<file path="src/rtl/ex_operand_forward.sv">
// EX-stage operand forwarding unit with load-use interlock.
// Holds one issued instruction, resolves each source against EX/MEM and MEM/WB, and hands off through a registered slot.
module ex_operand_forward #(
    parameter int unsigned DATA_W  = 32,
    parameter int unsigned ADDR_W  = 5,
    parameter int unsigned NUM_OPS = 2,
    parameter int unsigned CNT_W   = 16
) (
    input  logic                        clk,
    input  logic                        rst_n,
    input  logic                        in_valid,
    output logic                        in_ready,
    input  logic [NUM_OPS*ADDR_W-1:0]   in_src_addr,
    input  logic [NUM_OPS*DATA_W-1:0]   in_src_data,
    input  logic                        exm_wr_en,
    input  logic                        exm_is_load,
    input  logic [ADDR_W-1:0]           exm_dst,
    input  logic [DATA_W-1:0]           exm_data,
    input  logic                        wb_wr_en,
    input  logic [ADDR_W-1:0]           wb_dst,
    input  logic [DATA_W-1:0]           wb_data,
    output logic                        out_valid,
    input  logic                        out_ready,
    output logic [NUM_OPS*DATA_W-1:0]   out_op_data,
    output logic [NUM_OPS*2-1:0]        out_fwd_sel,
    output logic                        stall,
    output logic [CNT_W-1:0]            stall_cnt
);

    typedef enum logic [1:0] {IDLE, RESOLVE, STALL} stateT;

    stateT                      state;
    stateT                      stateNext;
    logic [NUM_OPS*ADDR_W-1:0]  pendAddr;
    logic [NUM_OPS*DATA_W-1:0]  pendData;
    logic [NUM_OPS-1:0]         exmHit;
    logic [NUM_OPS-1:0]         wbHit;
    logic [NUM_OPS-1:0]         opHazard;
    logic [NUM_OPS*DATA_W-1:0]  resData;
    logic [NUM_OPS*2-1:0]       resSel;
    logic                       pending;
    logic                       accept;
    logic                       transfer;
    logic                       stallNow;

    always_ff @(posedge clk or negedge rst_n) begin
        if (!rst_n) begin
            state <= IDLE;
        end else begin
            state <= stateNext;
        end
    end

    always_comb begin
        stateNext = state;
        case (state)
            IDLE: begin
                if (accept) begin
                    stateNext = RESOLVE;
                end
            end
            RESOLVE, STALL: begin
                if (transfer) begin
                    stateNext = IDLE;
                end else if (stallNow) begin
                    stateNext = STALL;
                end else begin
                    stateNext = RESOLVE;
                end
            end
            default: stateNext = IDLE;
        endcase
    end

    always_comb begin
        pending  = (state != IDLE);
        in_ready = (state == IDLE);
        accept   = in_valid && in_ready;
        stallNow = pending && (|opHazard);
        stall    = stallNow;
        transfer = pending && !stallNow && (!out_valid || out_ready);
    end

    // Register 0 never matches a bypass source, so its operand stays at the zero default.
    always_comb begin
        exmHit   = '0;
        wbHit    = '0;
        opHazard = '0;
        resData  = '0;
        resSel   = '0;
        for (int unsigned k = 0; k < NUM_OPS; k++) begin
            if (pendAddr[k*ADDR_W +: ADDR_W] != '0) begin
                exmHit[k] = exm_wr_en && (exm_dst == pendAddr[k*ADDR_W +: ADDR_W]);
                wbHit[k]  = wb_wr_en && (wb_dst == pendAddr[k*ADDR_W +: ADDR_W]);
                if (exmHit[k] && exm_is_load) begin
                    opHazard[k] = 1'b1;
                end else if (exmHit[k]) begin
                    resSel[k*2 +: 2]          = 2'b10;
                    resData[k*DATA_W +: DATA_W] = exm_data;
                end else if (wbHit[k]) begin
                    resSel[k*2 +: 2]          = 2'b01;
                    resData[k*DATA_W +: DATA_W] = wb_data;
                end else begin
                    resData[k*DATA_W +: DATA_W] = pendData[k*DATA_W +: DATA_W];
                end
            end
        end
    end

    // Retiring write-backs are folded into the stored operands so a value passing during a stall survives.
    always_ff @(posedge clk or negedge rst_n) begin
        if (!rst_n) begin
            pendAddr <= '0;
            pendData <= '0;
        end else if (accept) begin
            pendAddr <= in_src_addr;
            pendData <= in_src_data;
        end else if (pending) begin
            for (int unsigned k = 0; k < NUM_OPS; k++) begin
                if (wbHit[k]) begin
                    pendData[k*DATA_W +: DATA_W] <= wb_data;
                end
            end
        end
    end

    always_ff @(posedge clk or negedge rst_n) begin
        if (!rst_n) begin
            out_valid   <= 1'b0;
            out_op_data <= '0;
            out_fwd_sel <= '0;
        end else if (transfer) begin
            out_valid   <= 1'b1;
            out_op_data <= resData;
            out_fwd_sel <= resSel;
        end else if (out_valid && out_ready) begin
            out_valid <= 1'b0;
        end
    end

    always_ff @(posedge clk or negedge rst_n) begin
        if (!rst_n) begin
            stall_cnt <= '0;
        end else if (stallNow && (stall_cnt != '1)) begin
            stall_cnt <= stall_cnt + CNT_W'(1);
        end
    end

    holdUnderBackpressure: assert property (@(posedge clk) disable iff (!rst_n)
        (out_valid && !out_ready) |=> (out_valid && $stable(out_op_data) && $stable(out_fwd_sel)));

endmodule

</file>
<file path="config.mk">
export PLATFORM = sky130hd
export DESIGN_NAME = ex_operand_forward
export DESIGN_NICKNAME = d
export VERILOG_FILES = /design/src/rtl/ex_operand_forward.sv
export SDC_FILE = /design/constraint.sdc
export NUM_CORES = 1
export LEC_CHECK = 0
export BUFFER_PORTS_ARGS = -buffer_cell sky130_fd_sc_hd__buf_2
export CAP_MARGIN = 30
export CORE_MARGIN = 2
export CORE_UTILIZATION = 40
export CTS_CLUSTER_SIZE = 12
export DETAILED_ROUTE_END_ITERATION = 8
export GPL_TIMING_DRIVEN = 0
export PLACE_DENSITY_LB_ADDON = 0.3
export SLEW_MARGIN = 25
export SYNTH_ARGS = -nofsm -noshare
export SYNTH_HDL_FRONTEND = slang
export SYNTH_SLANG_ARGS = --single-unit
</file>
<file path="constraint.sdc">
create_clock -name clk -period 1.9 [get_ports clk]
set_input_delay 0.38 -clock clk [delete_from_list [all_inputs] [get_ports clk]]
set_output_delay 0.38 -clock clk [all_outputs]
set_load 0.05 [all_outputs]
</file>
; ---- After elaboration in Yosys (flattened, before gate mapping)
; Index checks and enable logic that the tools add are counted.
[totals]
elab_cells = 76
input_bits = 155
output_inout_bits = 87
ff_bits = 161
[op_classes]
addsub = 1
n_reduce_logical = 27
mux = 32
n_eq_ne = 8
[op_table]
columns = op, n
row1 = 32-bit 2-to-1 mux, 10
row2 = 64-bit 2-to-1 mux, 2
row3 = 5-bit equality test, 4
row4 = 2-bit 2-to-1 mux, 9
row5 = 16-bit by 1-bit adder with 16-bit output (second input constant), 1
row6 = 16-bit != test (second input constant), 1
row7 = 1-bit logical AND, 12
row8 = 1-bit 2-to-1 mux, 10
row9 = 2-bit nonzero test, 5
row10 = 5-bit nonzero test, 2
row11 = 2-bit one-hot mux with 2 select lines, 1
row12 = 2-bit AND reduction, 2
row13 = 2-bit OR reduction, 2
row14 = 2-bit by 1-bit equality test with 1-bit output (second input constant), 1
row15 = 2-bit equality test (second input constant), 1
row16 = 1-bit logical NOT, 2
row17 = 2-bit logical NOT, 1
row18 = 2-bit by 1-bit != test with 1-bit output (second input constant), 1
row19 = 1-bit logical OR, 1

; ---- Longest topological paths before layout
; Gate-level depths: netlist of run 1.
[logic_depth]
ltp_word = 12
mapped_depth = 8
mapped_depth_nobuf = 6

; ---- Least setup slack after synthesis of run 1
; OpenSTA, ideal clock, no wires.
[synth_path]
path_kind = register to output
from = register pendAddr[4]
to = output stall
arrival_time_ns = 1.958
path_stages_with_launch = 6
path_buffers = 0
path_slack_ns = -0.438
required_time_ns = 1.520
cell_sequence = dfrtp_1 > xnor2_1 > nand3_1 > o22ai_2 > nand2_1 > nor2_1
[synth_via]
elab_chain_cells = 7
elab_cells_between_ends = 8
classes_between = eq/ne (1) / mux (2) / reduce/logical (5)
[synth_lines]
columns = item, line
row1 = "start, declared", 34  ; logic [NUM_OPS*ADDR_W-1:0] pendAddr;
row2 = "start signal, assigned", 116  ; pendAddr <= in_src_addr;
row3 = 5-bit equality test, 93  ; exmHit[k] = exm_wr_en && (exm_dst == pendAddr[k*ADDR_W +: ADDR_W]);
row4 = 1-bit logical AND, 93
row5 = 1-bit logical AND, 95  ; if (exmHit[k] && exm_is_load) begin
row6 = 1-bit 2-to-1 mux, 95
row7 = 1-bit 2-to-1 mux (*), 92  ; if (pendAddr[k*ADDR_W +: ADDR_W] != '0) begin
row8 = 2-bit OR reduction (*), 79  ; stallNow = pending && (|opHazard);
row9 = 1-bit logical AND (*), 79
row10 = "end, declared", 26  ; output logic stall,
; Mark *: on every way between the ends. The rest lies on a longest branch, timed or not.

; ---- Worst setup path after layout of run 1
[layout_path]
from = register pendAddr[5]
to = output stall
; The elaborated chain is that of the path after synthesis.

==> impl_metrics.env, run 1 <==
export IMPL_min_period_ps=2520
export IMPL_p_switching_mw=13.4
export IMPL_endpoint_kind="primary output"
export IMPL_synthArstFlopShare=1.00
export IMPL_synth_edff_count=0
export IMPL_first_pass_iters=5
export IMPL_seqPwrFrac=0.232
export IMPL_hold_path_class="in -> reg"
export IMPL_p_per_area_mw_per_mm2=1820
export IMPL_dieArea_mm2=0.0270
export IMPL_dr_wl_met2_um=20100
export IMPL_place_gp_congestion=0.977
export IMPL_start_kind="flip-flop"
export IMPL_layout_commonest_cell="buf_2"
export IMPL_total_power_mw=27.4
export IMPL_p_sw_frac=0.488
export IMPL_root_buffer="clkbuf_16"
export IMPL_rsz0062_at_grt="yes"
export IMPL_numCtsBuffers=17
export IMPL_wl_met1_um=17900
export IMPL_grt_pass1_vias=10900
export IMPL_highest_layer="met4"
export IMPL_final_setup_viol_count=152
export IMPL_area_growth_pct=46.0
export IMPL_fmax_mhz=397
export IMPL_place_port_buffers=241
export IMPL_timing_rr_end="out_op_data[51]$_DFFE_PN0P_"
export IMPL_fin_util=0.595
export IMPL_p_comb_frac=0.636
export IMPL_holdCritStartpoint="in_src_addr[8]"
export IMPL_met3_wirelength_um=4740
export IMPL_drive_gt1_frac=0.393
export IMPL_critPathMaxFanout=3
export IMPL_syn_num_nets=1348
export IMPL_clock_sinks=161
export IMPL_die_h_um=164
export IMPL_crit_arrival_ps=2140
export IMPL_irDropWorstVdd_v=0.000967
export IMPL_synth_ff_type="dfrtp_1"
export IMPL_synth_seq_area_share=0.391
export IMPL_worstHoldEndpoint="pendAddr[8]$_DFFE_PN0P_"
export IMPL_power_leakage_nw=6.45
export IMPL_regToRegStartpoint="pendAddr[6]$_DFFE_PN0P_"
export IMPL_hold_violations=0
export IMPL_syn_inst=1190
export IMPL_path_clk_slew_ps=70
export IMPL_yosysWarnings=0
export IMPL_pre_cts_ws_ps=-940
export IMPL_grt_pass1_wl_um=65200
export IMPL_hold_depth=3
export IMPL_reg2reg_depth=10
export IMPL_fin_skew_ps=8.75
export IMPL_layout_common_cells="242 x buf_2, 140 x dfrtp_1, 68 x a21oi_1, 64 x a21boi_0, 59 x clkbuf_1"
export IMPL_vias=11500
export IMPL_internal_power_mw=14.0
export IMPL_fin_tns_setup_ps=-57090
export IMPL_min_period_over_period=1.33
export IMPL_grt_max_degree=64
export IMPL_rows=58
export IMPL_dp_hpwl_um=31900
export IMPL_clock_latency_ps=440
export IMPL_slew_violations=0
export IMPL_start_util=0.408
export IMPL_overflow=0
export IMPL_synth_area_mm2=0.0103
export IMPL_antenna_found_initial=2
export IMPL_fin_area_mm2=0.0150
export IMPL_status="complete, but fails checks"
export IMPL_dpl_cell_area_mm2=0.0121
export IMPL_synth_cell_types=47
export IMPL_vias_per_cell=6.15
export IMPL_critPathRequiredTime_ps=1520
export IMPL_path_class="reg -> out"
export IMPL_track_usage=0.324
export IMPL_die_w_um=164
export IMPL_ys_ff_latch=161
export IMPL_drcViolationCount=0
export IMPL_core_region_area_mm2=0.0253
export IMPL_wire_per_inst_um=24.0
export IMPL_setup_ws_ps=-618
export IMPL_nets=1683
export IMPL_tightest_slew_ps=613
export IMPL_clockPowerShare=0.131
export IMPL_drt_iter0_markers=1199
export IMPL_max_cap_violations=0
export IMPL_cts_buffer_depth=2
export IMPL_reg2reg_slack_ps=-550
export IMPL_wl_um=44800
export IMPL_violations="setup timing"
export IMPL_ant_nets=0
export IMPL_cts_max_level=4
export IMPL_slew_headroom=0.591
export IMPL_pin_count=242
export IMPL_synth_avg_cell_area_um2=8.65
export IMPL_tritoncts="built"
sequential cells by signal (all words and copies together), names as in the netlist:
name         flops
state            2
stall_cnt       16
out_valid        1
out_fwd_sel      4
pendData        64
pendAddr        10
out_op_data     64
synth_stat cells, types with 39 or more instances:
cell,instances,share of area
a21oi_1,128,0.062
nor2_1,82,0.030
nand3_1,52,0.025
inv_1,52,0.019
and2_1,39,0.024
o22ai_1,60,0.036
nand4_1,56,0.034
a21boi_0,64,0.047
dfrtp_1,161,0.39
nand2_1,55,0.020
mux2i_1,47,0.046
clkbuf_1,92,0.034
a41oi_1,50,0.043
worst max path at each step:
| stage | cells after the start | end | start |
|---|---|---|---|
| floorplan | 5 | stall | pendAddr[9]$_DFFE_PN0P_ |
| CTS | 6 | stall | pendAddr[5]$_DFFE_PN0P_ |
| finish | 6 | stall | pendAddr[5]$_DFFE_PN0P_ |
| global placement | 1 | stall_cnt[0]$_DFFE_PN0P_ | rst_n |
| detailed placement | 6 | pendData[35]$_DFFE_PN0P_ | wb_dst[2] |
| global route | 7 | stall | pendAddr[2]$_DFFE_PN0P_ |
final cells by class:
| class | count | area (µm²) |
|---|---|---|
| fill | 2207 | 10200 |
| multi-input combinational | 858 | 6640 |
| sequential | 161 | 4060 |
| timing repair buffer | 321 | 2330 |
| buffer | 114 | 801 |
| clock buffer | 17 | 425 |
| tap | 330 | 413 |
| inverter | 52 | 195 |
| clock inverter | 15 | 173 |
| antenna | 1 | 2.50 |
repair_timing:
action | CTS | global route
gates cloned | 13 | 3
hold endpoints to repair | 46 | 0
setup buffers | 50 | 18
hold buffers | 1 | 0
setup endpoints to repair | 162 | 152
gates resized for setup | 246 | 159
pin swaps | 25 | 23
routing by layer:
metal  up-vias  global-route usage
met2       755               0.500
met4         0               0.134
li1       5036                   -
met1      5550               0.447
met5         -                   0
met3       147              0.0618
cell families (layout without fill, tap and decap cells):
family | after synthesis | count (layout) | synth area share
buffers and inverters | 171 | 519 | 0.0667
AO/OA/AOI/OAI | 370 | 370 | 0.236
AND/OR/NAND/NOR | 381 | 381 | 0.199
adder cells (fa/ha/maj) | 3 | 3 | 0.00365
other | 0 | 1 | 0
XOR/XNOR | 35 | 35 | 0.0327
multiplexers | 69 | 69 | 0.0698
flip-flops | 161 | 161 | 0.391
worst max-delay path: stages (launching register included):
cell and delay (ps):
dfrtp_2 460, xor2_4 170, a211o_1 360, o22ai_4 280, nand2_2 120, nor2_4 160
buf_8 150
metrics by stage:
| stage | hold WS (ps) | cells |
|---|---|---|
| floorplan | 84.4 | 1190 |
| finish | 130 | 1869 |
| detailed placement | 310 | 1763 |
| global placement | 465 | 1761 |
| CTS | 119 | 1856 |
| global route | 140 | 1868 |
power by group through the flow:
stage	Clock [mW]	Sequential (mW)	Combinational, mW
after floorplan	0	8.44	6.71
after global placement	0	6.00	12.6
after detailed placement	0	6.01	12.8
after global routing	3.79	6.55	18.4
after CTS	3.63	6.14	16.1
final	3.61	6.38	17.4
Note: power is estimated with default switching activity, not from simulation.
==> inputs of run 2 (changes only) <==
--- a/config.mk
+++ b/config.mk
@@ -12,7 +12,6 @@
 export CTS_CLUSTER_SIZE = 12
 export DETAILED_ROUTE_END_ITERATION = 8
 export GPL_TIMING_DRIVEN = 0
-export PLACE_DENSITY_LB_ADDON = 0.3
 export SLEW_MARGIN = 25
 export SYNTH_ARGS = -nofsm -noshare
 export SYNTH_HDL_FRONTEND = slang
==> constraint.sdc (replaced) <==
create_clock -name clk -period 2.4 [get_ports clk]
set_input_delay 0.48 -clock clk [delete_from_list [all_inputs] [get_ports clk]]
set_output_delay 0.48 -clock clk [all_outputs]
set_load 0.05 [all_outputs]
==> impl_metrics.env, run 2 (synthesis results as in run 1) <==
export IMPL_cp_startpoint="pendAddr[8]$_DFFE_PN0P_"
export IMPL_whs_ps=-15.6
export IMPL_core_region_area_mm2=0.0253
export IMPL_overflow=0
export IMPL_cp_slowest_stage_delay_ps=460
export IMPL_p_per_area_mw_per_mm2=1430
export IMPL_dpl_cell_area_mm2=0.0120
export IMPL_regArea_mm2=0.00404
export IMPL_clock_sinks=161
export IMPL_fin_tns_setup_ps=-238
export IMPL_vias_per_cell=5.97
export IMPL_violations="hold timing, setup timing"
export IMPL_ant_nets=0
export IMPL_layout_common_cells="252 x buf_2, 153 x dfrtp_1, 127 x a21oi_1, 80 x nor2_1, 64 x a21boi_0"
export IMPL_place_port_buffers=241
export IMPL_first_pass_iters=7
export IMPL_rows=58
export IMPL_setup_ws_ps=-229
export IMPL_dp_hpwl_um=32600
export IMPL_pre_cts_ws_ps=-641
export IMPL_multiInputGateArea_mm2=0.00578
export IMPL_area_growth_pct=26.9
export IMPL_post_place_cells=1762
export IMPL_top_regs="out_op_data (64), pendData (64), stall_cnt (16)"
export IMPL_pin_count=242
export IMPL_cts_max_level=4
export IMPL_fin_util=0.517
export IMPL_crit_buf_inv=1
export IMPL_regToRegStartpoint="pendAddr[5]$_DFFE_PN0P_"
export IMPL_nets=1631
export IMPL_hold_path_class="in -> async"
export IMPL_critPathSlowestCell="dfrtp_2"
export IMPL_grt_max_degree=86
export IMPL_root_buffer="clkbuf_16"
export IMPL_grt_pass1_wl_um=62900
export IMPL_layout_commonest_cell="buf_2"
export IMPL_dieArea_mm2=0.0270
export IMPL_total_power_mw=18.7
export IMPL_die_h_um=164
export IMPL_drcViolationCount=0
export IMPL_ctsHoldBuffers=0
export IMPL_place_gp_congestion=0.970
export IMPL_status="complete, but fails checks"
export IMPL_wl_um=42600
export IMPL_die_w_um=164
export IMPL_endpoint_kind="primary output"
export IMPL_tritoncts="built"
export IMPL_critical_path_top_delay_family="compound AO/OA/AOI/OAI gates"
export IMPL_power_leakage_nw=5.75
export IMPL_min_period_ps=2630
export IMPL_slew_violations=0
export IMPL_grt_pass1_vias=10400
export IMPL_hold_violations=5
export IMPL_antenna_found_initial=1
export IMPL_start_kind="flip-flop"
export IMPL_instances_no_fill=1817
export IMPL_wire_per_inst_um=23.4
export IMPL_tightest_slew_ps=725
export IMPL_crit_arrival_ps=2150
export IMPL_slew_headroom=0.517
export IMPL_fmax_mhz=380
export IMPL_drt_iter0_markers=1160
export IMPL_fin_skew_ps=10.3
export IMPL_irDropWorstVdd_v=0.000848
export IMPL_clock_latency_ps=440
export IMPL_start_util=0.408
export IMPL_numCtsBuffers=17
export IMPL_cts_buffer_depth=2
export IMPL_track_usage=0.313
export IMPL_max_cap_violations=0
export IMPL_min_period_over_period=1.10
export IMPL_critPathMaxFanout=4
export IMPL_vias=10800
export IMPL_path_clk_slew_ps=80
export IMPL_final_setup_viol_count=2
export IMPL_critPathRequiredTime_ps=1920
export IMPL_drive_gt1_frac=0.259
export IMPL_path_cells="xor2_2 > a211o_2 > o22ai_4 > nand2_2 > nor2_2 > buf_6"
export IMPL_path_class="reg -> out"
export IMPL_num_fill_cells=2486
export IMPL_fin_area_mm2=0.0131
export IMPL_rsz0062_at_grt="yes"
==> run 2: final timing paths <==
kind | end | slack (ps) | depth (start not counted)
max | stall | -230 | 6
min | stall_cnt[13]$_DFFE_PN0P_ | -20 | 1
max reg2reg | out_op_data[59]$_DFFE_PN0P_ | -10 | 6
min reg2reg | out_fwd_sel[3]$_DFFE_PN0P_ | 490 | 1
max in group asynchronous | pendAddr[4]$_DFFE_PN0P_ | 1530 | 2
min in group clk | pendAddr[9]$_DFFE_PN0P_ | 230 | 3
==> run 2: report_power, final <==
group | switching [mW] | internal (mW) | total (mW) | leakage, nW
clock | 1.34 | 1.60 | 2.94 | 0.297
sequential | 0.788 | 3.98 | 4.77 | 1.88
combinational | 7.38 | 3.59 | 11.0 | 3.58
total | 9.51 | 9.17 | 18.7 | 5.75
==> run 2: repair_timing <==
item	in CTS	in global routing
cloned	0	1
setup buffers	14	8
endpoints found under the hold margin	0	0
setup endpoints to repair	157	124
resized for setup	41	69
pin swaps	12	6
==> run 2: area by class of cell <==
class,count,area share
Antenna cell,1,0.000192
Buffer,118,0.0443
Clock buffer,18,0.0336
Clock inverter,14,0.0126
Inverter,52,0.0149
Multi-Input combinational cell,858,0.442
Sequential cell,161,0.309
Tap cell,330,0.0316
Timing Repair Buffer,265,0.111
==> run 2: routing by layer <==
metal  track usage  part of all wire  vias up
met4         0.113             0.033        0
met5             0                 0        -
met1         0.455              0.44     5223
met3        0.0605             0.091       85
met2         0.464              0.44      602
li1              -                 -     4938
==> inputs of run 3 (changes only) <==
--- a/config.mk
+++ b/config.mk
@@ -5,6 +5,7 @@
 export SDC_FILE = /design/constraint.sdc
 export NUM_CORES = 1
 export LEC_CHECK = 0
+export ABC_AREA = 1
 export BUFFER_PORTS_ARGS = -buffer_cell sky130_fd_sc_hd__buf_2
 export CAP_MARGIN = 30
 export CORE_MARGIN = 2
==> constraint.sdc (replaced) <==
create_clock -name clk -period 2.9 [get_ports clk]
set_input_delay 0.58 -clock clk [delete_from_list [all_inputs] [get_ports clk]]
set_output_delay 0.58 -clock clk [all_outputs]
set_load 0.05 [all_outputs]
==> impl_metrics.env, run 3 <==
export IMPL_tightest_slew_ps=877
export IMPL_p_comb_frac=0.526
export IMPL_internal_power_mw=6.35
export IMPL_fin_skew_ps=12.7
export IMPL_synth_area_leaders="dfrtp_1 42%, nand2_1 23%, nand3_1 9.1%"
export IMPL_drt_iter0_markers=826
export IMPL_synth_seq_area_share=0.420
export IMPL_ant_nets=0
export IMPL_path_clk_slew_ps=70
export IMPL_path_cells="inv_1 > nand2_1 > nand2_1 > nand2_1 > nor2_1 > nand4_1 > nand2_2 > nand2_1 > inv_4 > buf_4"
export IMPL_core_region_area_mm2=0.0235
export IMPL_wl_um=34400
export IMPL_yosysTopAreaCell="dfrtp_1"
export IMPL_synth_area_mm2=0.00958
export IMPL_setup_ws_ps=189
export IMPL_root_buffer="clkbuf_16"
export IMPL_numCtsBuffers=17
export IMPL_top_regs="out_op_data (64), pendData (64), stall_cnt (16)"
export IMPL_synth_ff_type="dfrtp_1"
export IMPL_track_usage=0.275
export IMPL_place_port_buffers=241
export IMPL_grt_pass1_vias=9803
export IMPL_dieArea_mm2=0.0252
export IMPL_critPathMaxFanout=13
export IMPL_min_period_over_period=0.935
export IMPL_p_sw_frac=0.500
export IMPL_status="complete, no violations"
export IMPL_synthArstFlopShare=1.00
export IMPL_fmax_mhz=369
export IMPL_antenna_found_initial=1
export IMPL_crit_path_frequent_cell="nand2_1"
export IMPL_pin_count=242
export IMPL_drcViolationCount=0
export IMPL_instances_no_fill=1992
export IMPL_p_switching_mw=6.35
export IMPL_drive_gt1_frac=0.210
export IMPL_min_period_ps=2710
export IMPL_vias_per_cell=5.11
export IMPL_pre_cts_ws_ps=182
export IMPL_path_class="reg -> out"
export IMPL_tritoncts="built"
export IMPL_wire_per_inst_um=17.3
export IMPL_nets=1817
export IMPL_first_pass_iters=5
export IMPL_ctsHoldBuffers=0
export IMPL_layout_common_cells="581 x nand2_1, 262 x buf_2, 174 x nand3_1, 161 x dfrtp_1, 133 x inv_1"
export IMPL_final_setup_viol_count=0
export IMPL_regArea_mm2=0.00403
export IMPL_clockPowerShare=0.190
export IMPL_seqPwrFrac=0.284
export IMPL_critPathSlowestCell="dfrtp_1"
export IMPL_start_kind="flip-flop"
export IMPL_whs_ps=96.9
export IMPL_yosysTopAreaCellShare=0.420
export IMPL_syn_inst=1398
export IMPL_die_h_um=159
export IMPL_slew_violations=0
export IMPL_grt_pass1_wl_um=54200
export IMPL_rows=56
export IMPL_power_leakage_nw=6.66
export IMPL_max_cap_violations=0
export IMPL_yosysWarnings=0
export IMPL_p_per_area_mw_per_mm2=1070
export IMPL_num_fill_cells=2409
export IMPL_place_gp_congestion=0.918
export IMPL_vias=10200
export IMPL_synth_avg_cell_area_um2=6.86
export IMPL_slew_headroom=0.415
export IMPL_syn_num_nets=1556
export IMPL_synth_most_common_cell="nand2_1"
export IMPL_synth_edff_count=0
export IMPL_die_w_um=159
export IMPL_ys_ff_latch=161
export IMPL_irDropWorstVdd_v=0.000434
export IMPL_critPathRequiredTime_ps=2320
export IMPL_layout_commonest_cell="nand2_1"
export IMPL_overflow=0
export IMPL_hold_path_class="in -> async"
export IMPL_dp_hpwl_um=26500
export IMPL_synth_cell_types=34
export IMPL_cts_max_level=4
export IMPL_cts_buffer_depth=2
export IMPL_hold_violations=0
export IMPL_netlist_top_cells_count="582 x nand2_1, 174 x nand3_1, 161 x dfrtp_1"
export IMPL_multiInputGateArea_mm2=0.00459
export IMPL_area_growth_pct=23.8
export IMPL_clock_latency_ps=440
export IMPL_rsz0062_at_grt="no"
export IMPL_fin_tns_setup_ps=0
export IMPL_clock_sinks=161
export IMPL_critical_path_top_delay_family="simple AND/OR/NAND/NOR gates"
export IMPL_start_util=0.408
export IMPL_post_place_cells=1959
export IMPL_crit_buf_inv=3
export IMPL_crit_arrival_ps=2130
export IMPL_endpoint_kind="primary output"
export IMPL_grt_max_degree=88
export IMPL_cp_slowest_stage_delay_ps=430
export IMPL_total_power_mw=12.7
-- run 3: changes by cell type in the layout (fill, tap and decap cells not counted), sizes merged, moves of 40 or more --
cell / delta
a21boi: -64
a21oi: -116
a41oi: -50
and2: -40
clkbuf: -51
inv: +91
mux2i: -47
nand2: +529
nand3: +124
nor2: -48
o21ai: +56
o22ai: -60
-- run 3: kinds of logic (layout without fill, tap and decap cells) --
logic type / after synthesis / in the layout / share of synthesized area
AND/OR/NAND/NOR: 865 / 865 / 0.387
adder cells (fa/ha/maj): 3 / 3 / 0.00392
XOR/XNOR: 15 / 15 / 0.0137
AO/OA/AOI/OAI: 122 / 122 / 0.0736
buffers and inverters: 232 / 506 / 0.101
other: 0 / 1 / 0
flip-flops: 161 / 161 / 0.420
-- run 3: final timing paths --
kind	cells past startpoint	from	slack (ps)	end
max	10	pendAddr[4]$_DFFE_PN0P_	190	stall
min	1	rst_n	100	stall_cnt[15]$_DFFE_PN0P_
max reg2reg	8	state[0]$_DFFE_PN0P_	500	pendData[63]$_DFFE_PN0P_
min reg2reg	2	out_op_data[40]$_DFFE_PN0P_	480	out_op_data[40]$_DFFE_PN0P_
max in group asynchronous	2	rst_n	1940	out_op_data[9]$_DFFE_PN0P_
min in group clk	3	in_src_addr[1]	390	pendAddr[1]$_DFFE_PN0P_
-- run 3: per-layer routing --
metal | up-vias | routed length [µm] | GRT usage
met3 | 56 | 2240 | 0.0366
met1 | 4738 | 15600 | 0.389
li1 | 4992 | - | -
met5 | - | 0 | 0
met4 | 0 | 943 | 0.0980
met2 | 397 | 15600 | 0.432
-- run 3: final cells by class --
class | instances | area share
diodes | 1 | 0.000211
plain buffers | 84 | 0.0350
clock buffers | 19 | 0.0373
clock inverters | 13 | 0.0147
inverters | 147 | 0.0467
multi-input cells | 1005 | 0.387
flip-flops and latches | 161 | 0.340
well taps | 319 | 0.0336
repair buffers | 243 | 0.106
-- run 3: through the flow --
step                      instance area [µm²]   util
after floorplan                          9580      -
after global placement                  11200  0.477
after detailed placement                11200  0.478
after CTS                               11900  0.505
after global routing                    11900  0.505
final                                   11900  0.505
-- run 3: timing repair --
action | 4_1_cts | 5_1_grt
resized for setup | 3 | 1
hold endpoints to repair | 0 | 0
setup endpoints to repair | 1 | 1
cloned | 0 | 0
setup buffers | 0 | 1
-- run 3: power by group through the flow --
stage / sequential (mW) / clock (mW) / combinational, mW
final: 3.61 / 2.41 / 6.68
after global routing: 3.71 / 2.53 / 7.34
after CTS: 3.60 / 2.42 / 6.68
after detailed placement: 3.64 / 0 / 6.63
after global placement: 3.63 / 0 / 6.56
after floorplan: 5.04 / 0 / 3.28
